## src/rtl/packet_sink.sv

```systemverilog
// packet_sink: receiving end of NoC traffic on a switch local (IP) port.
//
// It accepts flits with the ready/ready handshake and stores them in a small
// FIFO. The FIFO is popped at a programmable rate, which lets the sink apply
// backpressure to the switch. Popped flits are reassembled into packets. Each
// packet is checked for destination address and length, and the results are
// kept in saturating status counters.
//
// Ports:
//   clk          in   rising-edge clock
//   a_rst        in   asynchronous reset, active-low
//   data_i       in   flit {last, dest_addr, data}; MSB is the last flag
//   wr_ready_in  in   sender presents a valid flit on data_i
//   r_ready_out  out  sink can accept a flit this cycle (registered)
//   pack_cnt     out  packets whose tail has been popped
//   flit_cnt     out  flits popped
//   err_addr_cnt out  packets with at least one flit whose dest_addr != ADDR
//   err_len_cnt  out  packets longer than MAX_PACK_LEN flits
//   last_len     out  length of the most recently completed packet
//   busy         out  FIFO non-empty or reassembly in progress (registered)
//   err_seq_cnt  out  packets whose body data is not an incrementing sequence
//                     (present only with PACKET_SINK_SEQ_CHECK_EN)
//
// Build option: define PACKET_SINK_SEQ_CHECK_EN to add the data-sequence
// checker and its err_seq_cnt port.
//
// Reassembly FSM
//   state | meaning
//   HEAD  | waiting for the first flit of a packet
//   BODY  | head popped, collecting flits until the one with last set

module packet_sink #(
  parameter int DATA_SIZE    = 8,
  parameter int ADDR_SIZE    = 4,
  parameter int ADDR         = 0,
  parameter int MEM_LOG2     = 2,
  parameter int DRAIN_PERIOD = 1,
  parameter int MAX_PACK_LEN = 8,
  parameter int CNT_W        = 16
) (
  input  logic                           clk,
  input  logic                           a_rst,
  input  logic [DATA_SIZE+ADDR_SIZE:0]   data_i,
  input  logic                           wr_ready_in,
  output logic                           r_ready_out,
  output logic [CNT_W-1:0]               pack_cnt,
  output logic [CNT_W-1:0]               flit_cnt,
  output logic [CNT_W-1:0]               err_addr_cnt,
  output logic [CNT_W-1:0]               err_len_cnt,
  output logic [7:0]                     last_len,
  output logic                           busy
`ifdef PACKET_SINK_SEQ_CHECK_EN
  ,
  output logic [CNT_W-1:0]               err_seq_cnt
`endif
);

  localparam int FW    = DATA_SIZE + ADDR_SIZE + 1;
  localparam int DEPTH = 1 << MEM_LOG2;
  localparam int DCW   = (DRAIN_PERIOD > 1) ? $clog2(DRAIN_PERIOD) : 1;
  localparam logic [MEM_LOG2:0] FULL      = (MEM_LOG2+1)'(DEPTH);
  localparam logic [DCW-1:0]    DRAIN_TC  = DCW'(DRAIN_PERIOD - 1);
  localparam logic [ADDR_SIZE-1:0] MY_ADDR = ADDR_SIZE'(ADDR);

  typedef enum logic {HEAD, BODY} state_t;

  logic [FW-1:0]         mem [DEPTH];
  logic [MEM_LOG2-1:0]   wr_ptr;
  logic [MEM_LOG2-1:0]   rd_ptr;
  logic [MEM_LOG2:0]     occ;
  logic [MEM_LOG2:0]     occ_next;
  logic [DCW-1:0]        drain_cnt;
  state_t                state;
  logic [7:0]            len;
  logic                  bad_addr;

  logic                  push;
  logic                  pop;
  logic [FW-1:0]         head_flit;
  logic                  flit_last;
  logic [ADDR_SIZE-1:0]  flit_addr;
  logic [7:0]            len_new;
  logic                  bad_new;
  logic                  body_next;

  function automatic logic [CNT_W-1:0] sat_inc(input logic [CNT_W-1:0] v);
    return (&v) ? v : v + 1'b1;
  endfunction

  assign push      = wr_ready_in && r_ready_out;
  assign pop       = (occ != '0) && (drain_cnt == DRAIN_TC);
  assign head_flit = mem[rd_ptr];
  assign flit_last = head_flit[FW-1];
  assign flit_addr = head_flit[DATA_SIZE +: ADDR_SIZE];

  always_comb begin
    occ_next = occ;
    case ({push, pop})
      2'b10:   occ_next = occ + 1'b1;
      2'b01:   occ_next = occ - 1'b1;
      default: occ_next = occ;
    endcase
  end

  // Length and address status including the flit being popped this cycle,
  // so a tail flit completes the packet with its own contribution counted.
  always_comb begin
    len_new = 8'd1;
    bad_new = (flit_addr != MY_ADDR);
    if (state == BODY) begin
      len_new = (len == 8'hFF) ? len : len + 8'd1;
      bad_new = bad_new || bad_addr;
    end
  end

  assign body_next = pop ? !flit_last : (state == BODY);

`ifdef PACKET_SINK_SEQ_CHECK_EN
  logic [DATA_SIZE-1:0] flit_data;
  logic [DATA_SIZE-1:0] prev_data;
  logic                 seq_bad;
  logic                 seq_new;

  assign flit_data = head_flit[DATA_SIZE-1:0];
  // The head flit starts a fresh sequence; only body flits are compared.
  assign seq_new   = (state == BODY) &&
                     (seq_bad || (flit_data != (prev_data + 1'b1)));

  always_ff @(posedge clk or negedge a_rst) begin
    if (!a_rst) begin
      prev_data   <= '0;
      seq_bad     <= 1'b0;
      err_seq_cnt <= '0;
    end else if (pop) begin
      prev_data <= flit_data;
      seq_bad   <= seq_new;
      if (flit_last && seq_new)
        err_seq_cnt <= sat_inc(err_seq_cnt);
    end
  end
`else
  // Payload bits are carried through the FIFO but only the sequence checker
  // looks at them.
  logic unused_data;
  assign unused_data = ^head_flit[DATA_SIZE-1:0];
`endif

  // Storage is not reset: occupancy and pointers define what is valid.
  always_ff @(posedge clk) begin
    if (push)
      mem[wr_ptr] <= data_i;
  end

  always_ff @(posedge clk or negedge a_rst) begin
    if (!a_rst) begin
      wr_ptr       <= '0;
      rd_ptr       <= '0;
      occ          <= '0;
      drain_cnt    <= '0;
      r_ready_out  <= 1'b0;
      busy         <= 1'b0;
      state        <= HEAD;
      len          <= '0;
      bad_addr     <= 1'b0;
      pack_cnt     <= '0;
      flit_cnt     <= '0;
      err_addr_cnt <= '0;
      err_len_cnt  <= '0;
      last_len     <= '0;
    end else begin
      occ         <= occ_next;
      r_ready_out <= (occ_next < FULL);
      busy        <= (occ_next != '0) || body_next;

      if (push)
        wr_ptr <= wr_ptr + 1'b1;

      // The drain timer only runs while there is something to drain.
      if (occ == '0 || pop)
        drain_cnt <= '0;
      else
        drain_cnt <= drain_cnt + 1'b1;

      if (pop) begin
        rd_ptr   <= rd_ptr + 1'b1;
        flit_cnt <= sat_inc(flit_cnt);
        len      <= len_new;
        bad_addr <= bad_new;

        case (state)
          HEAD: state <= flit_last ? HEAD : BODY;
          BODY: state <= flit_last ? HEAD : BODY;
          default: state <= HEAD;
        endcase

        if (flit_last) begin
          pack_cnt <= sat_inc(pack_cnt);
          last_len <= len_new;
          if (bad_new)
            err_addr_cnt <= sat_inc(err_addr_cnt);
          if (int'(len_new) > MAX_PACK_LEN)
            err_len_cnt <= sat_inc(err_len_cnt);
        end
      end
    end
  end

endmodule

```

## config.mk

```make
export PLATFORM = sky130hd
export DESIGN_NAME = packet_sink
export DESIGN_NICKNAME = d
export VERILOG_FILES = /design/src/rtl/packet_sink.sv
export SDC_FILE = /design/constraint.sdc
export NUM_CORES = 1
export LEC_CHECK = 0
export BUFFER_PORTS_ARGS = -buffer_cell sky130_fd_sc_hd__buf_2
export CORE_MARGIN = 2
export CORE_UTILIZATION = 60
export DETAILED_ROUTE_END_ITERATION = 10
export HOLD_SLACK_MARGIN = 0.12
export PLACE_DENSITY = 0.85
export SETUP_SLACK_MARGIN = 0.1
export SLEW_MARGIN = 20
export SYNTH_ARGS = -nofsm -noshare
export SYNTH_HDL_FRONTEND = slang
export SYNTH_SLANG_ARGS = --single-unit
```

## constraint.sdc

```tcl
create_clock -name clk -period 8.5 [get_ports clk]
set_input_delay 1.7 -clock clk [delete_from_list [all_inputs] [get_ports clk]]
set_output_delay 1.7 -clock clk [all_outputs]
set_load 0.005 [all_outputs]
```

[Yosys cells after proc, flatten, opt, wreduce, memory -nomap -nowiden]
Memories as Yosys holds them, arrays and structs flattened.
Index checks and enable logic that the tools add are counted.
Storage, ports and cells
  bits of input ports: 16
  RAM bits: 52
  memories: 1
  output and inout port bits: 74
  register bits: 92
  word-level logic and storage cells: 63
Cells by class
  $lt $le $gt $ge: 2
  reduce and logical (&&, ||, !) cells: 19
  equal/unequal tests: 3
  add/subtract/negate cells: 10
  bitwise gates (word level): 5
  mux-type cells: 9
Memories
  mem: depth 4, width 13, rd ports 1, clocked after memory_dff 0, write ports 1, line 67  | logic [FW-1:0] mem [DEPTH];
Operators by type and width (count)
  adder 16 x 1 -> 16 bit, second input constant: 4
  AND reduction 16 bit: 4
  two-way mux 8 bit: 2
  adder 8 x 1 -> 8 bit, second input constant: 1
  == test 8 bit, second input constant: 1
  > comparator 8 x 4 -> 1 bit, second input constant: 1
  AND reduction 4 bit: 2
  two-way mux 1 bit: 6
  case mux 3 bit (2 select lines): 1
  nonzero test 3 bit: 2
  inverter 1 bit: 5
  adder 2 x 1 -> 2 bit, second input constant: 2
  AND reduction 2 bit: 2
  nonzero test 4 bit: 1
  adder 3 x 1 -> 3 bit, second input constant: 1
  zero test 3 bit: 1
  logical OR 1 bit: 3
  less-than comparator 3 bit, second input constant: 1
  AND reduction 3 bit: 1
  subtractor 3 x 1 -> 3 bit, second input constant: 1
  == test 2 x 1 -> 1 bit, second input constant: 1
  == test 2 bit, second input constant: 1
  logical AND 1 bit: 2
  adder 1 bit, second input constant: 1
  zero test 1 bit: 1

[Longest topological paths before layout]
  depth in word-level cells: 6
  depth in mapped cells: 12
  depth with buffers taken out: 11

[Least setup slack after synthesis]
Ideal clock, no wire load.
  path type: input port to flip-flop
  start: input wr_ready_in
  end: register busy
  path slack: 5022 ps
  required time: 8362 ps
  stages: 9
  arrival: 3340 ps
  path buffers: 0
  library setup time: 138 ps
  cells stage by stage: nand2_1 > ha_1 > inv_1 > fa_1 > xor2_1 > nor2_1 > xnor2_1 > inv_1 > or4_1
Between the ends
  word-level cells in the longest chain between the ends: 5
  elaborated cells between the ends (all ways): 6
  classes of those cells: eq/ne: 2; mux: 1; reduce/logical: 3
Ends and longest elaborated chain
  from (decl): line 44  | input logic wr_ready_in,
  logical AND 1 bit *: line 90  | assign push = wr_ready_in && r_ready_out;
  == test 2 x 1 -> 1 bit or == test 2 bit (tied branches): line 98  | case ({push, pop})
  case mux 3 bit (2 select lines) *: line 98
  named net occ_next[2]: line 71  | logic [MEM_LOG2:0] occ_next;
  nonzero test 3 bit *: line 173  | busy <= (occ_next != '0) || body_next;
  logical OR 1 bit *: line 173
  to (signal assigned): line 173
  to (decl): line 51  | output logic busy
Mark *: on every way through the listed nets, which the timed path passes. The rest lies on a longest branch.
A chain may end at the register's enable or synchronous reset.

[Worst setup path in the final report]
Same ends and word-level chain as after synthesis.

==> out/metrics.cfg <==
[sta]
clock.fmax_mhz = 290
period_needed_ns = 3.45
rsz0062_at_grt = no
setup_viol = 0
relSlewSlack = 0.518
fin_tns_setup_ns = 0
skew_ns = 0.00887
worst_slew_pin_slew_ns = 0.718
layout_worst_path_cycle_share = 0.406
final-max-slew-violation-count = 0
finalHoldViolations = 0

[clock_tree]
cts_hold_buf = 0
clock_sinks = 112
cts_tree = done
clk_latency_ns = 0.37
cts-root-buf = clkbuf_8
numCtsBuffers = 9
cts_buffer_depth = 2
path_clk_slew_ns = 0.11
cts_resized = 0
cts_setup_buffers = 0
h-tree-depth = 3

[global_routing]
grt_first_pass_wirelength_mm = 15.4
track_usage = 0.216
grt-ovfl-total = 0
antenna_found_initial = 0
grt_max_degree = 49
grt_pass1_vias = 3379

[critical_path]
worstRegToRegCells = 11
cp-start-kind = primary input
cp_max_fo = 5
required_ns = 8.74
r2r_setup_slack_ns = 5.41
r2r_start = occ[0]
worstSetupEndpointType = flip-flop
crit_type = in -> reg
r2r_end = busy
arrival_ns = 3.69

[floorplanning]
dieArea_um2 = 9060
coreArea_um2 = 8130
initial_core_util = 0.613
die_h_um = 95.2
io_pins = 90
chipWidth_um = 95.2
rows = 33

[cells_and_area]
antenna_cells = 0
final_cell_mix = dfrtp_1, buf_2, nand2_1
layout_commonest_cell = dfrtp_1
drive_gt1_frac = 0.227
fillCellCount = 627
syn_to_final_growth_pct = 14.5
final_util = 0.702
nets = 547
multi_input_area_um2 = 1980
final-seq-area_um2 = 2900

[detailed_routing]
drt_iter0_markers = 175
vias = 3458
via_per_inst = 5.49
routed_wl_mm = 9.23
postRouteAntennaNets = 0
wl_per_cell_um = 14.6
drc_errors = 0
first_pass_iters = 4

[placement]
hpwl_mm = 6.78
io_buffers = 81
place.gp.congestion = 0.807

[synthesis]
ys_seq_elements = 112
synthCells = 433
synth_edf_count = 20
synth_nets = 460
syn_area_um2 = 4990
postSynthAreaPerCell_um2 = 11.5
async_flop_share = 0.821
synth_ff_type = dfrtp_1
ys_types = 52
ys_seq_area_frac = 0.582
yosysWarnings = 0

[min_path]
hold_class = reg -> reg
holdPathEnd = flit_cnt[7]
min_path_cells = 1
hold_start = flit_cnt[7]

[run]
drv_cap = 0

[power_and_ir_drop]
cellLeakagePower_nw = 2.77
ir_worst_vdd_mv = 0.163
power.density_nw_per_um2 = 255

[run_status]
status = complete, no violations

## registers in the layout (all words and copies together) (netlist names)
name / flops
bad_addr: 1
wr_ptr: 2
pack_cnt: 16
err_len_cnt: 16
drain_cnt: 1
len: 8
occ: 3
err_addr_cnt: 16
rd_ptr: 2
flit_cnt: 16
r_ready_out: 1
state: 1
mem: 20
busy: 1
last_len: 8
## logic make-up after synthesis
logic type,share of synthesized area
AOI/OAI and AO/OA,0.0560
xor gates and xnor gates,0.118
adders and majority gates,0.0291
buffers and inverters,0.0211
DFF,0.582
muxes,0.0223
other,0.000752
and+or+nand+nor,0.171
## critical path: stages
cell and delay (ns):
buf_2 0.12, nand2_1 0.16, ha_1 0.21, inv_1 0.06
fa_1 0.38, xor2_1 0.16, nor2_1 0.12, xnor2_1 0.16
inv_1 0.09, or4_1 0.53
## power breakdown
part | internal, mW | leakage, nW | switching [mW] | total, mW
registers | 0.649 | 1.39 | 0.109 | 0.757
logic | 0.169 | 1.28 | 0.197 | 0.366
clock network | 0.143 | 0.104 | 0.188 | 0.331
total | 0.961 | 2.77 | 0.494 | 1.46
## worst max-delay path by stage
stage,slack (ns),from,to,depth (start not counted)
after floorplan,5.02,wr_ready_in,busy,9
after global placement,4.76,wr_ready_in,busy,10
after detailed placement,4.68,wr_ready_in,busy,10
after CTS,5.07,wr_ready_in,busy,10
after global routing,4.97,wr_ready_in,busy,10
final,5.05,wr_ready_in,busy,10
## layer usage
metal	up-vias	global-route usage	part of all wire
li1	1669	-	-
met5	-	0	0
met3	12	0.0364	0.044
met2	88	0.361	0.49
met1	1689	0.285	0.45
met4	0	0.0821	0.013
## cell usage after synthesis, types with 10 or more instances
cell / count / area (um^2)
dfrtp_1: 92 / 2300
nand2_1: 49 / 184
xnor2_1: 37 / 324
nor2_1: 32 / 120
xor2_1: 30 / 263
nand3_1: 25 / 125
edfxtp_1: 20 / 601
inv_1: 19 / 71.3
and3_1: 16 / 100
nor3_1: 11 / 55.1
o21ai_0: 11 / 55.1
ha_1: 10 / 125
## per-stage QoR
step	setup slack (ns)	power, mW	hold slack (ns)	instance area, um^2	cells
floorplan	5.02	0.999	0.467	4990	433
global placement	4.76	1.11	0.469	5500	614
detailed placement	4.68	1.14	0.470	5500	614
CTS	5.07	1.47	0.489	5710	630
global route	4.97	1.56	0.512	5710	630
finish	5.05	1.46	0.484	5710	630
## layout make-up
cell class	instances	area share
clock buffer	9	0.0217
clock inverter	7	0.0151
tap	105	0.0230
sequential	112	0.508
timing repair buffer	82	0.0728
multi-input combinational	296	0.346
inverter	19	0.0125
(Power assumes the default switching activity.)
